**src/rtl/uart_tx_byte.sv**
```systemverilog
// Byte-wide UART transmitter (8N1, or 8E1 when UART_TX_PARITY_EN is defined) with a
// level-held load handshake that re-arms only after atx_load has been seen low.
module uart_tx_byte #(
  parameter int CLKS_PER_BIT = 434
) (
  input  logic        clk,
  input  logic        reset_n,
  input  logic [15:0] atx_data,
  input  logic        atx_load,
  output logic        atx_busy,
  output logic        txd
);

  localparam int CW = (CLKS_PER_BIT > 1) ? $clog2(CLKS_PER_BIT) : 1;
  localparam logic [CW-1:0] LAST = CW'(CLKS_PER_BIT - 1);

  typedef enum logic [2:0] {
    IDLE   = 3'd0,
    START  = 3'd1,
    DATA   = 3'd2,
`ifdef UART_TX_PARITY_EN
    PARITY = 3'd3,
`endif
    STOP   = 3'd4
  } state_t;

  state_t          state_q, state_d;
  logic [CW-1:0]   cnt_q, cnt_d;
  logic [2:0]      idx_q, idx_d;
  logic [7:0]      shift_q, shift_d;
  logic            armed_q, armed_d;
  logic            txd_q, txd_d;
  logic            busy_q, busy_d;
  logic            bit_end;
`ifdef UART_TX_PARITY_EN
  logic            par_q, par_d;
`endif

  logic unused_hi;
  assign unused_hi = ^atx_data[15:8];

  always_ff @(posedge clk or negedge reset_n) begin
    if (!reset_n) begin
      state_q <= IDLE;
      cnt_q   <= '0;
      idx_q   <= '0;
      shift_q <= '0;
      armed_q <= 1'b0;
      txd_q   <= 1'b1;
      busy_q  <= 1'b0;
`ifdef UART_TX_PARITY_EN
      par_q   <= 1'b0;
`endif
    end else begin
      state_q <= state_d;
      cnt_q   <= cnt_d;
      idx_q   <= idx_d;
      shift_q <= shift_d;
      armed_q <= armed_d;
      txd_q   <= txd_d;
      busy_q  <= busy_d;
`ifdef UART_TX_PARITY_EN
      par_q   <= par_d;
`endif
    end
  end

  always_comb begin
    state_d = state_q;
    cnt_d   = cnt_q;
    idx_d   = idx_q;
    shift_d = shift_q;
    armed_d = armed_q;
`ifdef UART_TX_PARITY_EN
    par_d   = par_q;
`endif
    bit_end = (cnt_q == LAST);

    if (state_q != IDLE) begin
      cnt_d = bit_end ? '0 : cnt_q + CW'(1);
    end

    case (state_q)
      IDLE: begin
        if (atx_load && armed_q) begin
          shift_d = atx_data[7:0];
          armed_d = 1'b0;
          cnt_d   = '0;
          state_d = START;
`ifdef UART_TX_PARITY_EN
          par_d   = ^atx_data[7:0];
`endif
        end
      end
      START: begin
        if (bit_end) begin
          idx_d   = 3'd0;
          state_d = DATA;
        end
      end
      DATA: begin
        if (bit_end) begin
          shift_d = {1'b0, shift_q[7:1]};
          idx_d   = idx_q + 3'd1;
          if (idx_q == 3'd7) begin
`ifdef UART_TX_PARITY_EN
            state_d = PARITY;
`else
            state_d = STOP;
`endif
          end
        end
      end
`ifdef UART_TX_PARITY_EN
      PARITY: begin
        if (bit_end) state_d = STOP;
      end
`endif
      STOP: begin
        if (bit_end) state_d = IDLE;
      end
      default: state_d = IDLE;
    endcase

    // A low load sample re-arms, including during a frame in flight.
    if (!atx_load) armed_d = 1'b1;
  end

  // Outputs are decoded from the next state so they register on the same edge.
  always_comb begin
    busy_d = (state_d != IDLE);
    case (state_d)
      START:   txd_d = 1'b0;
      DATA:    txd_d = shift_d[0];
`ifdef UART_TX_PARITY_EN
      PARITY:  txd_d = par_d;
`endif
      default: txd_d = 1'b1;
    endcase
  end

  assign atx_busy = busy_q;
  assign txd      = txd_q;

endmodule

```
**config.mk**
```make
export PLATFORM = sky130hd
export DESIGN_NAME = uart_tx_byte
export DESIGN_NICKNAME = d
export VERILOG_FILES = /design/src/rtl/uart_tx_byte.sv
export SDC_FILE = /design/constraint.sdc
export NUM_CORES = 1
export LEC_CHECK = 0
export CAP_MARGIN = 20
export CORE_MARGIN = 2
export CORE_UTILIZATION = 45
export CTS_CLUSTER_SIZE = 25
export DETAILED_ROUTE_END_ITERATION = 7
export GPL_ROUTABILITY_DRIVEN = 0
export PLACE_DENSITY = 0.68
export SLEW_MARGIN = 20
export SYNTH_ARGS = -nofsm -noshare
export SYNTH_HDL_FRONTEND = slang
export SYNTH_SLANG_ARGS = --single-unit
```
**constraint.sdc**
```tcl
create_clock -name clk -period 2.3 [get_ports clk]
set_input_delay 0.345 -clock clk [delete_from_list [all_inputs] [get_ports clk]]
set_output_delay 0.345 -clock clk [all_outputs]
set_load 0.05 [all_outputs]
```
==> run summary, run 1 <==
# port buffers - 12
synthesized area - 1378 um2
Initial Util - 46.26%
die footprint - 3520 um2
Critical Path AT - 1.64 ns
WP buf/inv - 1
Worst setup SP type - flop
GRT met1 Usage - 20.53%
clk sinks - 26
GRT busiest layer - met2
hold buffer count at CTS - 0
fmax - 503.3 MHz
largest area contributor in the netlist - dfrtp_1
met2 GRT Util - 27.94%
Post-Route Hold Slack - 0.3736 ns
Worst Hold Class - in2async
core area - 2978 um2
Final Setup Violations - 0
Pre-Repair DR Iteration Count - 4
clk_skew - 0.008005 ns
fin crit share - 86.38%
DRT iter0 DRCs - 22
Crit Path Class - reg2out
via count - 1029
post-detail-place hpwl - 1860 um
CTS tree - yes
Pint - 0.6509 mW
Max VDD drop - 0.2824 mV
Max transition margin - 59.87%
Critical Path Stages - 1
post-synthesis cell count - 130
Avg Cell Area, Syn - 10.60 um2
synth-to-layout area growth - 16.17%
syn nets - 153
Worst-path clk slew - 0.15 ns
Placed Cells - 175
largest net degree at the start of global routing - 27
sw frac - 18.55%
Clock Root Buffer - clkbuf_4
Total GRT Usage - 16.12%
Clock power frac - 39.0%
fill cell total of the finished layout - 264
htree depth - 1
share of the synthesized area in the top cell type - 45.41%
CP endpoint kind - output pin
Hold Violations, Final - 0
post-synthesis register bit count - 26
status - finished clean
Synth cell types - 42
Combinational Power Share - 3.7%
Sequential Power Share - 57.2%
cell breakdown of the critical path - clkdlybuf4s50_1
sequential fraction of the synthesis area - 47.32%
die height - 59.33 um
global route overflow - 0
antenna violations before repair - 0
GR met3 Demand/Resource - 1.965%
post-cts resize count - 0
measured slew at the worst slew-check pin - 0.5957 ns
drt total wl - 2476 um
Post-CTS Setup Inserts - 0
vias in the first global route - 1017
DRC - 0
slowest stage cell, crit path - clkdlybuf4s50_1
R2R depth - 6
Max Cap Viol - 0
LEAKAGE - 0.7381 nW
CP delay by family, top - buffers and inverters
Yosys warning count - 0
Crit Path Max Fanout - 1
n_diodes - 0
CTS max path bufs - 2
worst skew pair latency - 0.32 ns
Final nets - 170
Finished Layout Cells - 179
chip width - 59.33 um
first-pass GRT wire length - 4305 um
top cells by area, synth - dfrtp_1 45%, a21o_2 4.5%, a22o_1 3.8%, ha_1 3.6%, nand2_1 3.3%
CP max stage delay - 0.78 ns
ANT nets after route - 0
CTS Buf Count - 3
share of post-route cells with drive strength above 1 - 15.07%
Pins Over Slew Limit - 0
row cnt - 20
Net Sw Power - 0.1482 mW
Power Density - 499.3 nW/um2
Final TNS setup - 0 ns
WP data required - 1.96 ns
I/O pins - 21
RSZ-0062 raised after global routing - no
min Tclk post-route - 1.987 ns
Vias per Instance - 5.749
WL/cell - 13.83 um
==> layout by cell type, fill, tap and decap left out, types with 3 or more instances in the layout <==
master,n
nor2_1,11
xnor2_1,5
o22ai_1,3
nand2b_1,3
buf_4,4
a22o_1,6
o21ai_0,5
ha_1,4
clkbuf_4,3
clkdlybuf4s50_1,12
and2_1,5
inv_1,3
a21o_2,7
nand2_1,12
dfrtp_1,25
a21boi_0,3
nor3_1,5
==> flip-flops by register name, summed over array words and instances (netlist names) <==
register,count
cnt_q,9
shift_q,8
idx_q,3
state_q,3
armed_q,1
atx_busy,1
txd,1
==> worst paths after layout <==
path                                 start          to  slack (ns)
min in group clk                shift_q[2]  shift_q[2]        0.50
worst min register to register  shift_q[2]  shift_q[2]        0.50
worst max-delay path                   txd         txd        0.31
max in group asynchronous          reset_n         txd        1.63
worst max register to register    cnt_q[1]    cnt_q[2]        0.38
worst min-delay path               reset_n    atx_busy        0.37
==> synth_stat cells (all sizes together) <==
library cell and count:
dfrtp 25, o221ai 1, nor2 12, o2bb2ai 1, inv 3, or2 1, nor4 2, a31oi 1
o41ai 1, a21boi 3, o22ai 3, nor2b 2, nand4b 1, clkbuf 1, nand2b 3, buf 3
and3 2, a221o 2, nand3b 2, xnor2 5, a21oi 1, dfstp 1, and2 6, nor3b 1
nand4 1, or3 1, nand4bb 1, a311oi 1, a22o 6, o31ai 1, a311o 2, nor3 5
nand2 12, nand3 1, ha 4, a21o 7, o21ai 5
==> metrics by stage <==
| step | utilization, % | worst slack, ns | cell area, um2 | total power, mW |
|---|---|---|---|---|
| floorplan | - | 0.5781 | 1378 | 0.4674 |
| global placement | 51.97 | 0.4425 | 1548 | 0.4962 |
| detailed placement | 51.97 | 0.3936 | 1548 | 0.4965 |
| CTS | 53.74 | 0.2903 | 1600 | 0.8132 |
| global route | 53.74 | 0.1437 | 1600 | 0.8275 |
| finish | 53.74 | 0.3132 | 1600 | 0.7991 |
==> power by group through the flow <==
stage          Combinational [mW]  Sequential (mW)  Clock [mW]
2_1_floorplan             0.00151            0.466           0
3_3_place_gp               0.0305            0.466           0
3_5_place_dp               0.0307            0.466           0
4_1_cts                    0.0309            0.457       0.325
5_1_grt                    0.0329            0.458       0.337
6_report                   0.0299            0.457       0.312
==> worst register-to-register path: stages, from the launching register on <==
cell and delay [ns]:
dfrtp_1 0.44, inv_1 0.08, ha_1 0.21, nand4b_4 0.17, o21ai_0 0.52, o22ai_1 0.17
a21o_2 0.24
==> per-layer routing <==
| layer | up-vias | share of wire, % |
|---|---|---|
| met5 | - | 0 |
| met1 | 502 | 45 |
| li1 | 508 | - |
| met2 | 17 | 51 |
| met3 | 2 | 2.9 |
| met4 | 0 | 0.65 |
==> cell type report <==
cell class	count	area, um2	share of cell area (%)
multi-input cells	97	693.2	43.32
clock buffers	3	22.52	1.407
inverters	3	11.26	0.7037
clock inverters	1	30.03	1.876
repair buffers	16	150.1	9.382
flip-flops and latches	26	651.9	40.74
well taps	33	41.29	2.580
==> cells by family (layout without fill, tap and decap cells) <==
family,Yosys count,after routing,share of synthesized area (%)
adders and majority gates,4,4,3.633
AOI/OAI and AO/OA,35,35,19.89
DFF,26,26,47.32
and+or+nand+nor,53,53,23.62
buffers and inverters,7,23,2.361
xor gates and xnor gates,5,5,3.179
No activity file was read; power rests on OpenSTA's default activity.
==> inputs of run 2 (changes only) <==
--- a/config.mk
+++ b/config.mk
@@ -7,11 +7,11 @@
 export LEC_CHECK = 0
 export CAP_MARGIN = 20
 export CORE_MARGIN = 2
-export CORE_UTILIZATION = 45
+export CORE_UTILIZATION = 53
 export CTS_CLUSTER_SIZE = 25
 export DETAILED_ROUTE_END_ITERATION = 7
 export GPL_ROUTABILITY_DRIVEN = 0
-export PLACE_DENSITY = 0.68
+export PLACE_DENSITY = 0.79
 export SLEW_MARGIN = 20
 export SYNTH_ARGS = -nofsm -noshare
 export SYNTH_HDL_FRONTEND = slang
==> run 2 against run 1 <==
- total power shrank 14%
- sequential cell count is the same
- design area shrank 2.8%
- routed wire length shrank 3.8%
- register-to-register slack is essentially flat
- critical path type unchanged
- fmax grew 0.30%
- hold slack lost 0.0038 ns
- via count shrank 0.78%
- sequential share of layout area grew 1.2 points
- clock-buffer cell count grew 1
==> run summary, run 2 (synthesized netlist as in run 1, its figures left out) <==
Post-CTS Setup Inserts - 0
share of post-route cells with drive strength above 1 - 13.19%
Final TNS setup - 0 ns
fill cell total of the finished layout - 197
DRC - 0
largest net degree at the start of global routing - 27
DP Area - 1529 um2
DRT iter0 DRCs - 11
Max Cap Viol - 0
Total GRT Usage - 19.32%
measured slew at the worst slew-check pin - 0.5933 ns
Power Density - 440.5 nW/um2
post-detail-place hpwl - 1760 um
first-pass GRT wire length - 4119 um
drt total wl - 2383 um
Worst Hold Class - in2async
Non-Filler Cell Area, Final - 1555 um2
vias in the first global route - 929
WP buf/inv - 1
Max transition margin - 60.03%
fin crit share - 86.12%
Placed Cells - 170
core area - 2477 um2
WL/cell - 13.70 um
Finished Core Util - 62.78%
CTS max path bufs - 2
status - finished clean
hold buffer count at CTS - 0
worst skew pair latency - 0.32 ns
Pins Over Slew Limit - 0
Worst-path clk slew - 0.14 ns
clk_skew - 0.01034 ns
CTS Buf Count - 3
fmax - 504.9 MHz
via count - 1021
Biggest register - cnt_q
synth-to-layout area growth - 12.90%
Largest regs - cnt_q: 9 flops, shift_q: 8 flops
LEAKAGE - 0.7149 nW
die footprint - 3023 um2
Pre-Repair DR Iteration Count - 4
Crit Path Class - reg2out
Hold Violations, Final - 0
Tot Pwr - 0.6851 mW
CP endpoint kind - output pin
htree depth - 1
CP delay by family, top - buffers and inverters
Crit Path Max Fanout - 1
Clock Root Buffer - clkbuf_4
pre-CTS WS - 0.2898 ns
commonest cells after routing, fill and taps aside - 25 x dfrtp_1, 12 x nand2_1, 12 x clkdlybuf4s50_1
Max VDD drop - 0.4667 mV
chip width - 54.98 um
# port buffers - 12
antenna violations before repair - 0
row cnt - 18
slowest stage cell, crit path - clkdlybuf4s50_1
clk sinks - 26
Post-Route Hold Slack - 0.3698 ns
cell breakdown of the critical path - clkdlybuf4s50_1
die height - 54.98 um
Initial Util - 55.61%
min Tclk post-route - 1.981 ns
CP max stage delay - 0.78 ns
PnR worst setup slack - 0.3192 ns
WP data required - 1.96 ns
CTS tree - yes
Critical Path AT - 1.64 ns
post-cts resize count - 0
Final Setup Violations - 0
n_diodes - 0
max reg flops - 9
Finished Layout Cells - 174
Vias per Instance - 5.868
global route overflow - 0
Final nets - 168
I/O pins - 21
commonest non-fill, non-tap cell in the layout - dfrtp_1
RSZ-0062 raised after global routing - no
ANT nets after route - 0
Worst setup SP type - flop
-- run 2: layer usage --
layer  vias up  global-route usage [%]  part of all wire, %
met1       503                   26.66                   49
met5         -                       0                    0
met4         0                   7.317                  1.2
met3         2                   3.226                  2.7
li1        502                       -                    -
met2        14                   30.56                   47
-- run 2: layout make-up --
class                           count  area [um2]  area share, %
Timing Repair Buffer               14       135.1          8.689
Multi-Input combinational cell     97       693.2          44.57
Tap cell                           30       37.54          2.414
Sequential cell                    26       651.9          41.91
Clock buffer                        4       26.28          1.689
Inverter                            3       11.26         0.7241
-- run 2: path summary, 6_finish.rpt --
path / end / slack, ns / from / cells after the start
max: txd / 0.32 / txd / 1
min: cnt_q[7] / 0.37 / reset_n / 2
max reg2reg: cnt_q[5] / 0.37 / cnt_q[1] / 6
min reg2reg: shift_q[6] / 0.49 / shift_q[6] / 1
max in group asynchronous: txd / 1.62 / reset_n / 2
min in group clk: shift_q[6] / 0.49 / shift_q[6] / 1
-- run 2: where the power goes --
group          total, mW  switching, mW  internal [mW]
combinational     0.0286         0.0122         0.0164
clock              0.199          0.131         0.0680
sequential         0.457              0          0.457
total              0.685          0.144          0.542
==> inputs of run 3 (changes only) <==
--- a/config.mk
+++ b/config.mk
@@ -6,6 +6,7 @@
 export NUM_CORES = 1
 export LEC_CHECK = 0
 export CAP_MARGIN = 20
+export CORE_ASPECT_RATIO = 0.75
 export CORE_MARGIN = 2
 export CORE_UTILIZATION = 53
 export CTS_CLUSTER_SIZE = 25
==> run 3 against run 2 <==
- fmax down 1.3%
- die area up 0.15%
- critical path depth unchanged
- clock skew down 0.00099 ns
- design area up 0.97%
- first-iteration DRC count rose to 5.5 times the previous value
- hold slack worse by 0.070 ns
- global-route usage down 0.57 points
- register-to-register slack worse by 0.05 ns
- combinational power about the same
- critical path type unchanged
- highest routed layer unchanged
==> run summary, run 3 (synthesized netlist as in run 1, its figures left out) <==
largest net degree at the start of global routing - 17
Post-CTS Setup Inserts - 0
WP data required - 1.96 ns
min Tclk post-route - 2.008 ns
die footprint - 3027 um2
ANT nets after route - 0
drt total wl - 2555 um
Worst setup SP type - flop
chip width - 62.87 um
Biggest register - cnt_q
cell breakdown of the critical path - clkdlybuf4s50_1
Initial Util - 57.80%
Clock power frac - 32.3%
max reg flops - 9
LEAKAGE - 0.7209 nW
synth-to-layout area growth - 13.99%
DRC - 0
CTS tree - yes
first-pass GRT wire length - 4278 um
DRT iter0 DRCs - 60
die height - 48.15 um
Finished Layout Cells - 178
# port buffers - 12
Hold Violations, Final - 0
Critical Path AT - 1.66 ns
Max Cap Viol - 0
post-detail-place hpwl - 1932 um
WL/cell - 14.35 um
Sequential Power Share - 63.8%
commonest cells after routing, fill and taps aside - 25 x dfrtp_1, 12 x nand2_1, 12 x clkdlybuf4s50_1
global route overflow - 0
CP delay by family, top - buffers and inverters
Largest regs - cnt_q: 9 flops, shift_q: 8 flops
Vias per Instance - 5.803
row cnt - 15
I/O pins - 21
Non-Filler Cell Area, Final - 1570 um2
CP endpoint kind - output pin
Final Setup Violations - 0
post-cts resize count - 0
Pint - 0.5706 mW
commonest non-fill, non-tap cell in the layout - dfrtp_1
share of post-route cells with drive strength above 1 - 13.89%
Placed Cells - 174
Net Sw Power - 0.1466 mW
Clock Root Buffer - clkbuf_4
clk_skew - 0.009346 ns
Worst Hold Class - in2async
CTS Buf Count - 3
RSZ-0062 raised after global routing - no
antenna violations before repair - 0
Pins Over Slew Limit - 0
core area - 2384 um2
fin crit share - 87.30%
slowest stage cell, crit path - clkdlybuf4s50_1
Max transition margin - 59.19%
clk sinks - 26
Worst-path clk slew - 0.14 ns
Power Density - 456.7 nW/um2
CP max stage delay - 0.79 ns
Total GRT Usage - 18.75%
Final nets - 168
status - finished clean
Max VDD drop - 0.3463 mV
Crit Path Class - reg2out
Crit Path Max Fanout - 1
Final TNS setup - 0 ns
n_diodes - 0
measured slew at the worst slew-check pin - 0.6058 ns
fmax - 498.1 MHz
sw frac - 20.44%
hold buffer count at CTS - 0
CTS max path bufs - 2
fill cell total of the finished layout - 193
DP Area - 1534 um2
WP buf/inv - 1
Pre-Repair DR Iteration Count - 7
htree depth - 1
vias in the first global route - 898
via count - 1033
Combinational Power Share - 4.0%
worst skew pair latency - 0.33 ns
run 3: cell counts in the layout (fill, tap and decap cells not counted):
Identical to the previous run, type by type.
run 3: path summary, 6_finish.rpt:
kind | slack [ns] | end | from | depth (start not counted)
setup / recovery | 0.29 | txd | txd | 1
hold / removal | 0.30 | cnt_q[6] | reset_n | 1
setup reg to reg | 0.32 | cnt_q[8] | cnt_q[1] | 6
hold reg to reg | 0.49 | armed_q | armed_q | 2
max in group asynchronous | 1.42 | shift_q[7] | reset_n | 2
min in group clk | 0.49 | armed_q | armed_q | 2
run 3: layout make-up:
type / instances / area, um2 / share of cell area (%)
inverter: 3 / 11.26 / 0.7171
tap: 34 / 42.54 / 2.709
multi-input combinational: 97 / 693.2 / 44.14
clock buffer: 4 / 36.28 / 2.311
timing repair buffer: 14 / 135.1 / 8.606
sequential: 26 / 651.9 / 41.51
run 3: through the flow:
| stage | hold WS (ns) | worst slack [ns] | utilization, % | total power [mW] |
|---|---|---|---|---|
| 6_report | 0.3000 | 0.2922 | 65.88 | 0.7172 |
| 5_1_grt | 0.3356 | 0.2147 | 65.88 | 0.7458 |
| 4_1_cts | 0.3178 | 0.2865 | 65.88 | 0.7225 |
| 3_5_place_dp | 0.4693 | 0.2750 | 64.36 | 0.4949 |
| 3_3_place_gp | 0.4513 | 0.2752 | 64.36 | 0.4947 |
| 2_1_floorplan | 0.04941 | 0.5781 | - | 0.4674 |
run 3: power by group through the flow:
| stage | clock, mW | combinational [mW] | sequential [mW] |
|---|---|---|---|
| after global placement | 0 | 0.0289 | 0.466 |
| after floorplan | 0 | 0.00151 | 0.466 |
| after global routing | 0.256 | 0.0319 | 0.457 |
| final | 0.232 | 0.0284 | 0.457 |
| after CTS | 0.236 | 0.0293 | 0.457 |
| after detailed placement | 0 | 0.0291 | 0.466 |
run 3: routing by layer:
metal  GRT usage [%]  up-vias  routed length, um
met3           4.850        4                129
met5               0        -                  0
met1           26.32      500               1281
met2           30.21       21               1123
li1                -      508                  -
met4           4.000        0                 21
==> variant: new RTL, settings of run 3 <==
Make the reset (`reset_n`) synchronous in one clocked block.
--- a/src/rtl/uart_tx_byte.sv
+++ b/src/rtl/uart_tx_byte.sv
@@ -40,5 +40,5 @@
   assign unused_hi = ^atx_data[15:8];
 
-  always_ff @(posedge clk or negedge reset_n) begin
+  always_ff @(posedge clk) begin
     if (!reset_n) begin
       state_q <= IDLE;
Check against the original RTL: differs if reset_n is asserted again (counterexample within 4 cycles, from zero or initial values and one cycle with reset_n low); with reset_n held inactive, the same outputs for 10 cycles.
==> variant against run 3 <==
Final area down 5.4%; worst setup slack gained 0.21 ns; core utilization fell by 2.1 points; synthesized area decreased by 4.6%; sequential share of layout area shrank 6.5 points; sequential cell count unchanged; routed wire length increased by 6.3%.
Power is not compared: it rests on default switching activity, and its combinational part moved more than twofold at a synthesized area within 25%.
==> variant: results (changes against run 3) <==
Placement
  • Hpwl dp: 2060 µm (was 1930 µm)
  • IO buf count: 12 (unchanged)

Yosys
  • Synth Area in XOR/XNOR: 3.33% (was 3.18%)
  • Adder-cell share of the synthesized area: 3.81% (was 3.63%)
  • Top cells by area, synth: dfxtp_1, a21boi_1, nand3_1, ha_1, a22oi_1 (was dfrtp_1, a21o_2, a22o_1, ha_1, nand2_1)
  • FFs w/ async S/R, synth: 0% (was 100%)
  • Synth unique cells: 46 (was 42)
  • Post-synthesis cell count: 143 (was 130)
  • Post-synth net total: 166 (was 153)
  • Top FF cell, synth: dfxtp_1 (was dfrtp_1)
  • Mux share of post-synthesis cell area: 0% (unchanged)
  • Commonest cells in the netlist: dfxtp_1, nand2_1, a21boi_1, nand3_1, nor2_1 (was dfrtp_1, nand2_1, nor2_1)
  • Sequential share of the synthesized area: 39.6% (was 47.3%)
  • Compound-Gate Fraction of Synth Area: 22.0% (was 19.9%)

STA
  • Slew @ Worst Pin: 0.720 ns (was 0.606 ns)
  • Final Skew: 0.00767 ns (was 0.00935 ns)

Clocking
  • Root buffer cell: clkbuf_4 (unchanged)
  • Clk_lat worst skew: 0.33 ns (about the same)
  • Post-CTS Resized: 0 (unchanged)
  • H-tree lvl count: 1 (unchanged)

Drt
  • Number of vias per cell: 5.79 (was 5.80)
  • Detailed-router iteration count before antenna repair: 4 (was 7)
  • 1st-iter DRT viols: 72 (was 60)
  • Drt total wl: 2720 µm (was 2560 µm)

Setup path
  • Cells on worst reg2reg path: 4 (was 6)
  • Critical path's top delay family: buffers and inverters (unchanged)
  • CP peak stage delay: 0.79 ns (about the same)
  • Largest fanout on the critical path: 1 (unchanged)
  • CP arrival: 1.46 ns (was 1.66 ns)

Layout
  • Largest registers: cnt_q x9, shift_q x8 (unchanged)
  • Share of layout cells above drive strength 1: 9.09% (was 13.9%)
  • Non-Filler Instances: 188 (was 178)
  • Fill cell count: 216 (was 193)
  • ANT cells: 0 (unchanged)
  • Layout Nets: 178 (was 168)

Global route
  • Number of global-route vias before repair: 924 (was 898)
  • Largest net degree at the start of global routing: 15 (was 17)
  • Initial antenna violation count: 0 (unchanged)
  • Total GRT Usage: 21.3% (was 18.8%)
  • First-pass GRT wire length: 4370 µm (was 4280 µm)

Status
  • Status: finished, final reports clean (unchanged)

Worst hold path
  • Hold Crit Class: flip-flop to flip-flop (was input port to asynchronous set/reset pin)
==> variant: cell types whose count changed after synthesis, sizes merged, moves of 6 or more <==
cell	run 3	this run
a21boi	3	11
dfrtp	25	0
a22oi	0	6
dfxtp	0	26
nand3	1	11
a21o	7	0
a22o	6	0
==> variant: final timing paths <==
check,startpoint,end,slack [ns]
max,txd,txd,0.50
min,shift_q[6],shift_q[6],0.48
max reg2reg,state_q[1],txd,0.50
min reg2reg,shift_q[6],shift_q[6],0.48
==> variant: power breakdown <==
group          switching (mW)  total (mW)  internal, mW
logic                  0.0438      0.0851        0.0413
registers             0.00885       0.470         0.461
clock network           0.136       0.233        0.0971
==> variant: cell type report <==
| cell class | instances | area share [%] |
|---|---|---|
| clock buffer | 4 | 2.44 |
| timing repair buffer | 13 | 8.59 |
| inverter | 3 | 0.758 |
| sequential | 26 | 35.0 |
| multi-input combinational | 108 | 50.3 |
| tap | 34 | 2.86 |
==> variant: cells by family after synthesis <==
| logic type | Yosys count |
|---|---|
| flip-flops | 26 |
| adder cells (fa/ha/maj) | 4 |
| XOR/XNOR | 5 |
| AND/OR/NAND/NOR | 61 |
| buffers and inverters | 9 |
| AO/OA/AOI/OAI | 38 |
==> variant: stage by stage <==
stage          hold WS, ns  setup slack, ns  utilization [%]  instance area [µm²]
2_1_floorplan        0.436            0.760                -                 1310
3_3_place_gp         0.453            0.419             62.3                 1450
3_5_place_dp         0.462            0.391             62.3                 1450
4_1_cts              0.480            0.478             63.8                 1490
5_1_grt              0.498            0.399             63.8                 1490
6_report             0.476            0.498             63.8                 1490
==> variant: routing by layer <==
metal | global-route usage [%] | share of wire, %
met1 | 31.7 | 49
met2 | 27.6 | 43
met3 | 5.79 | 6.1
met4 | 11.1 | 1.7
met5 | 0 | 0
